### config.mk
export PLATFORM = sky130hd
export DESIGN_NAME = fsm_flow_ctrl
export DESIGN_NICKNAME = d
export VERILOG_FILES = /design/src/rtl/fsm_flow_ctrl.sv
export SDC_FILE = /design/constraint.sdc
export NUM_CORES = 1
export LEC_CHECK = 0
export CAP_MARGIN = 5
export CORE_UTILIZATION = 29
export CTS_CLUSTER_SIZE = 28
export DETAILED_ROUTE_END_ITERATION = 8
export MAX_ROUTING_LAYER = met4
export PLACE_DENSITY_LB_ADDON = 0.1
export SETUP_SLACK_MARGIN = 0.05
export SKIP_CTS_REPAIR_TIMING = 1
export SYNTH_ARGS = -nofsm -noshare
export SYNTH_HDL_FRONTEND = slang
export SYNTH_SLANG_ARGS = --single-unit
### constraint.sdc
create_clock -name clk -period 2.4 [get_ports clk]
set_clock_uncertainty 0.2 [all_clocks]
set_input_delay 0.48 -clock clk [delete_from_list [all_inputs] [get_ports clk]]
set_output_delay 0.48 -clock clk [all_outputs]
set_load 0.005 [all_outputs]
### src/rtl/fsm_flow_ctrl.sv
// Flow-control sequencer for the N-FIFO bank: RESET -> INIT -> IDLE <-> ACTIVE plus sticky ERROR.
// Latches thresholds in INIT and drives per-FIFO pause requests with hysteresis.
module fsm_flow_ctrl #(
  parameter int N_FIFO    = 8,
  parameter int CNT_W     = 4,
  parameter int IDLE_HOLD = 4
) (
  input  logic                    clk,
  input  logic                    reset,
  input  logic                    init,
  input  logic [CNT_W-1:0]        umbral_low,
  input  logic [CNT_W-1:0]        umbral_high,
  input  logic [N_FIFO*CNT_W-1:0] fifo_count,
  input  logic [N_FIFO-1:0]       fifo_empty,
  input  logic [N_FIFO-1:0]       fifo_err,
  output logic [2:0]              state,
  output logic [2:0]              nxt_state,
  output logic [CNT_W-1:0]        umbral_low_out,
  output logic [CNT_W-1:0]        umbral_high_out,
  output logic [N_FIFO-1:0]       pause,
  output logic [N_FIFO-1:0]       error_vec,
  output logic                    idle_out,
  output logic                    active_out,
  output logic                    error_out
);

  localparam int HOLD_W = (IDLE_HOLD > 1) ? $clog2(IDLE_HOLD) : 1;
  localparam logic [HOLD_W-1:0] HOLD_LAST = HOLD_W'(IDLE_HOLD - 1);
  localparam logic [HOLD_W-1:0] HOLD_ONE  = HOLD_W'(1);

  typedef enum logic [2:0] {
    ST_RESET  = 3'd0,
    ST_INIT   = 3'd1,
    ST_IDLE   = 3'd2,
    ST_ACTIVE = 3'd3,
    ST_ERROR  = 3'd4
  } state_t;

  state_t              state_q, state_d;
  logic [HOLD_W-1:0]   hold_q, hold_d;
  logic [CNT_W-1:0]    low_q, low_d;
  logic [CNT_W-1:0]    high_q, high_d;
  logic [N_FIFO-1:0]   pause_q, pause_d;
  logic [N_FIFO-1:0]   error_vec_q, error_vec_d;
  logic                idle_q, idle_d;
  logic                active_q, active_d;
  logic                error_q, error_d;

  logic [N_FIFO-1:0]   hyst_pause;
  logic                any_err;
  logic                all_empty;
  logic                thr_ok;

  assign any_err   = |fifo_err;
  assign all_empty = &fifo_empty;
  assign thr_ok    = (umbral_low < umbral_high);

  // State register and all datapath flops; reset dominates everything.
  always_ff @(posedge clk) begin
    if (!reset) begin
      state_q     <= ST_RESET;
      hold_q      <= '0;
      low_q       <= '0;
      high_q      <= '0;
      pause_q     <= '0;
      error_vec_q <= '0;
      idle_q      <= 1'b0;
      active_q    <= 1'b0;
      error_q     <= 1'b0;
    end else begin
      state_q     <= state_d;
      hold_q      <= hold_d;
      low_q       <= low_d;
      high_q      <= high_d;
      pause_q     <= pause_d;
      error_vec_q <= error_vec_d;
      idle_q      <= idle_d;
      active_q    <= active_d;
      error_q     <= error_d;
    end
  end

  // Next-state logic, including the ACTIVE all-empty hold counter.
  always_comb begin
    state_d = ST_RESET;
    hold_d  = '0;
    case (state_q)
      ST_RESET: state_d = ST_INIT;
      ST_INIT: begin
        if (!init) begin
          state_d = ST_INIT;
        end else if (thr_ok) begin
          state_d = ST_IDLE;
        end else begin
          state_d = ST_ERROR;
        end
      end
      ST_IDLE: begin
        if (any_err) begin
          state_d = ST_ERROR;
        end else if (all_empty) begin
          state_d = ST_IDLE;
        end else begin
          state_d = ST_ACTIVE;
        end
      end
      ST_ACTIVE: begin
        if (any_err) begin
          state_d = ST_ERROR;
        end else if (all_empty) begin
          // Counter holds the number of all-empty cycles already seen.
          if (hold_q == HOLD_LAST) begin
            state_d = ST_IDLE;
          end else begin
            state_d = ST_ACTIVE;
            hold_d  = hold_q + HOLD_ONE;
          end
        end else begin
          state_d = ST_ACTIVE;
        end
      end
      ST_ERROR: begin
        if (init) begin
          state_d = ST_INIT;
        end else begin
          state_d = ST_ERROR;
        end
      end
      default: state_d = ST_RESET;
    endcase
  end

  // Per-FIFO hysteresis: high threshold wins, then low threshold, else hold.
  always_comb begin
    hyst_pause = pause_q;
    for (int i = 0; i < N_FIFO; i++) begin
      if (fifo_count[i*CNT_W +: CNT_W] >= high_q) begin
        hyst_pause[i] = 1'b1;
      end else if (fifo_count[i*CNT_W +: CNT_W] <= low_q) begin
        hyst_pause[i] = 1'b0;
      end else begin
        hyst_pause[i] = pause_q[i];
      end
    end
  end

  // Output logic: thresholds, pause, error record and state decode flags.
  always_comb begin
    low_d       = low_q;
    high_d      = high_q;
    pause_d     = '0;
    error_vec_d = error_vec_q;

    // An invalid pair with init=1 must leave the previous thresholds untouched.
    if ((state_q == ST_INIT) && (!init || thr_ok)) begin
      low_d  = umbral_low;
      high_d = umbral_high;
    end else begin
      low_d  = low_q;
      high_d = high_q;
    end

    case (state_q)
      ST_IDLE, ST_ACTIVE: pause_d = hyst_pause;
      ST_ERROR:           pause_d = '1;
      default:            pause_d = '0;
    endcase

    if ((state_q == ST_ERROR) && init) begin
      error_vec_d = '0;
    end else if (state_q != ST_RESET) begin
      error_vec_d = error_vec_q | fifo_err;
    end else begin
      error_vec_d = error_vec_q;
    end

    idle_d   = (state_d == ST_IDLE);
    active_d = (state_d == ST_ACTIVE);
    error_d  = (state_d == ST_ERROR);
  end

  assign state           = state_q;
  assign nxt_state       = state_d;
  assign umbral_low_out  = low_q;
  assign umbral_high_out = high_q;
  assign pause           = pause_q;
  assign error_vec       = error_vec_q;
  assign idle_out        = idle_q;
  assign active_out      = active_q;
  assign error_out       = error_q;

endmodule

==> results.ini, run 1 <==
[drt]
drt_iter0_drc = 58
num_vias = 2455
drcViolationCount = 0
drt_pass1_iterations = 4
wl_per_cell_um = 14.5
antenna_left = 0
wl_mm = 7.33
viasPerCell = 4.86

[final_layout]
regArea_um2 = 641
n_fill_cell = 851
antennaDiodeCount = 0
multi_input_area_um2 = 1840
num-nets-final = 526
final_util = 0.459
final_cells = 505
drive_gt1_frac = 0.0950
synthToLayoutAreaGrowth_pct = 50.1

[yosys]
synth_top_family_by_area = adder cells
synth_area_per_cell_um2 = 8.72
synthAdderAreaFrac = 0.332
synth_nets = 421
ys_seq_area_frac = 0.250
synthXorXnorAreaFrac = 0
synthMuxAreaShare = 0.00439
synthCells = 294
synth.distinct_cells = 30
synth_compound_area_frac = 0.184
yosys_register_bits = 32
syn_area_um2 = 2560
yosys_warnings = 0
yosys.area_share.simple = 0.174

[sta]
setup_ws_ns = -0.0527
tightest_slew_ns = 0.734
fin_crit_sh = 1.02
relSlewSlack = 0.507
fmax_mhz = 408
finalCriticalPeriod_ns = 2.45
finalSetupViolCount = 1
slew_viol_final = 0
grt_setup_unrepaired = true
hold_slack_ns = 0.223
hold_violations = 0

[pwr]
leakage_nw = 1.71
powerDensity_nw_per_um2 = 427
ir_drop_mv = 0.226
total_power_w = 0.00164

[place]
place_inst = 496
place_congestion = 0.730
portBuffers = 91
place_ws_ns = -0.728
hpwl_mm = 5.58

[global_routing]
grt_antenna_before_repair = 0
overflow = 0
grt_max_degree = 17
grt_pass1_wl_mm = 11.2
grtUsageTotal = 0.164
grt_pass1_vias = 2354

[hold_path]
min_path_type = reg2reg

[outcome]
status = finished, violations left
violations = setup timing

[cts]
ctsHtreeMaxLevel = 2
clock_path_buffers = 2
clk_pin_slew_worst_paths_ns = 0.07
cts_tree = built
cts_root_buf = clkbuf_8
cts.sinks = 32
cts_buffers = 5
clock_latency_ns = 0.28

[setup_path]
cp_max_fo = 3
crit_required_ns = 1.72
path_class = in2out
cp.arrival_ns = 1.77
start_kind = input port
worstSetupEndpointType = output pin

[floorplan]
core_um2 = 8380
rows = 33
start_util = 0.306
die_area_um2 = 9220
ios = 92
chipWidth_um = 96.0
fp.dieH_um = 96.0

[flow_run]
cap_violations = 0

cells in the mapped netlist, drive strengths merged:
library cell | count | area share
a2111o | 1 | 0.0044
a21o | 1 | 0.0034
a21oi | 41 | 0.080
a311oi | 8 | 0.027
a31oi | 1 | 0.0083
and2 | 4 | 0.0098
and3 | 1 | 0.0024
buf | 4 | 0.015
clkbuf | 1 | 0.0015
dfxtp | 32 | 0.25
ha | 68 | 0.33
inv | 27 | 0.040
mux2 | 1 | 0.0044
nand2 | 17 | 0.025
nand2b | 10 | 0.024
nand3 | 10 | 0.020
nand4 | 10 | 0.024
nor2 | 11 | 0.016
nor2b | 11 | 0.027
nor3 | 1 | 0.0019
nor3b | 1 | 0.0029
nor4 | 2 | 0.0098
nor4b | 1 | 0.0059
o21ai | 21 | 0.041
o22ai | 1 | 0.0024
o31ai | 6 | 0.018
or3 | 1 | 0.0024
or4 | 1 | 0.0029
per-stage QoR:
stage | area [µm²] | TNS (ns)
3_5_place_dp | 3670 | -4.09
6_report | 3850 | -0.0527
2_1_floorplan | 2560 | 0
3_3_place_gp | 3670 | -4.24
5_1_grt | 3850 | -0.0876
4_1_cts | 3760 | -1.88
worst max-delay path: stages:
cell	delay [ns]
buf_8	0.10
inv_4	0.05
ha_4	0.19
a2111o_1	0.46
buf_4	0.15
a21o_2	0.18
nand2_2	0.06
clkbuf_2	0.11
registers in the layout, summed over array words and instances, names as in the netlist:
name / flops
active_out: 1
idle_out: 1
state: 3
error_out: 1
umbral_low_out: 4
pause: 8
hold_q: 2
error_vec: 8
umbral_high_out: 4
routing by layer:
metal | wire length, µm | global-route usage
met1 | 3590 | 0.213
met2 | 3250 | 0.258
met3 | 429 | 0.0379
met4 | 54 | 0.0386
met5 | 0 | -
logic make-up after synthesis:
kind of cell | Yosys count
compound gates | 80
fa+ha+maj | 68
mux | 1
buf+inv | 32
simple gates | 81
flops | 32
power breakdown:
group / internal [W] / switching, W
Clock: 0.000233 / 0.000207
Sequential: 0.000567 / 0.0000303
Combinational: 0.000328 / 0.000279
Total: 0.00113 / 0.000516
worst paths after layout:
path / cells after the start / slack [ns] / end / from
setup / recovery: 8 / -0.05 / nxt_state[1] / umbral_high[1]
hold / removal: 1 / 0.22 / hold_q[0] / hold_q[0]
setup reg to reg: 5 / 0.42 / hold_q[0] / state[1]
hold reg to reg: 1 / 0.22 / hold_q[0] / hold_q[0]
cells in the final DEF (no fill, tap or decap), types with 2 or more instances in the layout:
cell              n
a311oi_1          8
nand2b_1         10
nand2_1          16
nor2b_1          11
and2_1            4
inv_1            26
dfxtp_1          32
o31ai_1           6
o21ai_1           2
clkbuf_2          3
clkbuf_8          6
o21ai_0          19
dlymetal6s2s_1   15
ha_1             65
clkdlybuf4s50_1  72
a21oi_1          40
ha_2              2
buf_4            11
nor2_1           11
nand4_1          10
nand3_1           9
nor4_4            2
final cells by class:
class / count / area share
multi-input combinational: 230 / 0.478
timing repair buffer: 103 / 0.270
sequential: 32 / 0.166
tap: 105 / 0.0341
inverter: 27 / 0.0270
clock buffer: 7 / 0.0224
clock inverter: 1 / 0.00195
Power figures use the tool's default switching activity.
==> run 2: changes to the inputs <==
clock period = 2.46 ns   (was 2.4 ns; I/O delays follow)
==> run 2 against run 1 <==
- the run now ends clean
- clock power down 7.5%
- utilization up 0.10 points
- critical endpoint is now nxt_state[0]
- critical path type unchanged
- global-route usage down 0.15 points
- sequential power down 2%
- non-clock buffer count unchanged
- largest power group is now sequential cells
- combinational power down 3.3%
- via count down 1.1%
==> results.ini, run 2 (same netlist as run 1, synthesis figures left out) <==
[pwr]
leakage_nw = 1.71
ir_drop_mv = 0.226
p_switching_w = 0.000513
p_seq_frac = 0.371
pwr-share-clk = 0.257
swShare = 0.325
power.internal_w = 0.00107
comb_power_share = 0.371
powerDensity_nw_per_um2 = 410

[drt]
drt_iter0_drc = 45
wl_per_cell_um = 14.4
met2_length_mm = 3.22
drcViolationCount = 0
viasPerCell = 4.81
topRoutingLayerUsed = met4
wl_mm = 7.27
drt_pass1_iterations = 4
antenna_left = 0
met3_length_um = 450
num_vias = 2428
wl_met1_mm = 3.55

[cts]
cts_buffers = 5
cts.sinks = 32
cts_root_buf = clkbuf_8
ctsHtreeMaxLevel = 2
clock_latency_ns = 0.29
cts_tree = built
clk_pin_slew_worst_paths_ns = 0.07
clock_path_buffers = 2

[setup_path]
crit_required_ns = 1.77
rrSetupSlack_ns = 0.39
path_class = in2out
r2r-start = state[1]
cp.arrival_ns = 1.68
rr_endpoint = hold_q[0]
reg2reg_depth = 6
start_kind = input port
worstSetupEndpointType = output pin
cp_max_fo = 2

[floorplan]
die_area_um2 = 9220
ios = 92
rows = 33
fp.dieH_um = 96.0
chipWidth_um = 96.0
core_um2 = 8380
start_util = 0.306

[global_routing]
overflow = 0
grt_pass1_wl_mm = 11.0
grtUsageTotal = 0.163
grt_pass1_vias = 2325
grt_antenna_before_repair = 0
grt_max_degree = 17

[final_layout]
multi_input_area_um2 = 1860
synthToLayoutAreaGrowth_pct = 50.4
final_common_cell = clkdlybuf4s50_1
n_fill_cell = 813
final_util = 0.460
final_cell_area_um2 = 3860
drive_gt1_frac = 0.105
final_cell_mix = clkdlybuf4s50_1, ha_1, a21oi_1
antennaDiodeCount = 0
regArea_um2 = 641
num-nets-final = 526

[outcome]
status = finished clean

[sta]
fmax_mhz = 422
setup_ws_ns = 0.0916
finalCriticalPeriod_ns = 2.37
tightest_slew_ns = 0.784
relSlewSlack = 0.474
fin_crit_sh = 0.963
finalSetupViolCount = 0
grt_setup_unrepaired = false
final.setup.tns_ns = 0
hold_violations = 0
slew_viol_final = 0

[hold_path]
min_to = hold_q[0]
hold_path_depth = 1
min_path_type = reg2reg
min-delay-start = hold_q[0]

[place]
place_ws_ns = -0.690
portBuffers = 91
dpl_cell_area_um2 = 3660
place_congestion = 0.721
hpwl_mm = 5.46

[flow_run]
cap_violations = 0

-- run 2: cell types whose count changed in the layout (fill, tap and decap cells not counted), sizes merged --
cell | before | now
clkbuf | 10 | 8
clkinv | 0 | 3
clkinvlp | 1 | 0
-- run 2: per-layer routing --
layer | vias up | GRT usage
met3 | 5 | 0.0411
met4 | 0 | 0.0299
li1 | 1291 | -
met2 | 61 | 0.255
met5 | - | -
met1 | 1071 | 0.212
-- run 2: power by group through the flow --
stage / registers (W) / clock network [W] / logic, W
after detailed placement: 0.000598 / 0 / 0.000583
after global routing: 0.000591 / 0.000449 / 0.000670
after floorplan: 0.000592 / 0 / 0.000296
after CTS: 0.000587 / 0.000426 / 0.000588
final: 0.000587 / 0.000407 / 0.000587
after global placement: 0.000598 / 0 / 0.000575
-- run 2: worst max-delay path: stages --
cell,delay [ns]
clkdlybuf4s50_1,0.50
mux2_2,0.37
o22ai_4,0.17
clkbuf_2,0.14
-- run 2: metrics by stage --
stage	cells	hold WS, ns	total power (W)
after floorplan	294	0.197	0.000888
after global placement	495	0.208	0.00117
after detailed placement	495	0.216	0.00118
after CTS	503	0.229	0.00160
after global routing	505	0.235	0.00171
final	505	0.222	0.00158
-- run 2: how the worst max path moves through the flow --
| stage | endpoint | slack [ns] | cells past startpoint | start |
|---|---|---|---|---|
| 2_1_floorplan | nxt_state[1] | 0.29 | 5 | umbral_high[1] |
| 3_3_place_gp | nxt_state[1] | -0.70 | 7 | umbral_high[1] |
| 3_5_place_dp | nxt_state[1] | -0.69 | 7 | umbral_high[1] |
| 4_1_cts | nxt_state[1] | -0.71 | 7 | umbral_high[1] |
| 5_1_grt | nxt_state[1] | 0.04 | 6 | state[1] |
| 6_report | nxt_state[0] | 0.09 | 4 | init |
-- run 2: layout make-up --
type | instances | area share
multi-input cells | 230 | 0.482
repair buffers | 103 | 0.269
flip-flops and latches | 32 | 0.166
well taps | 105 | 0.0340
inverters | 27 | 0.0269
clock buffers | 5 | 0.0178
clock inverters | 3 | 0.00486
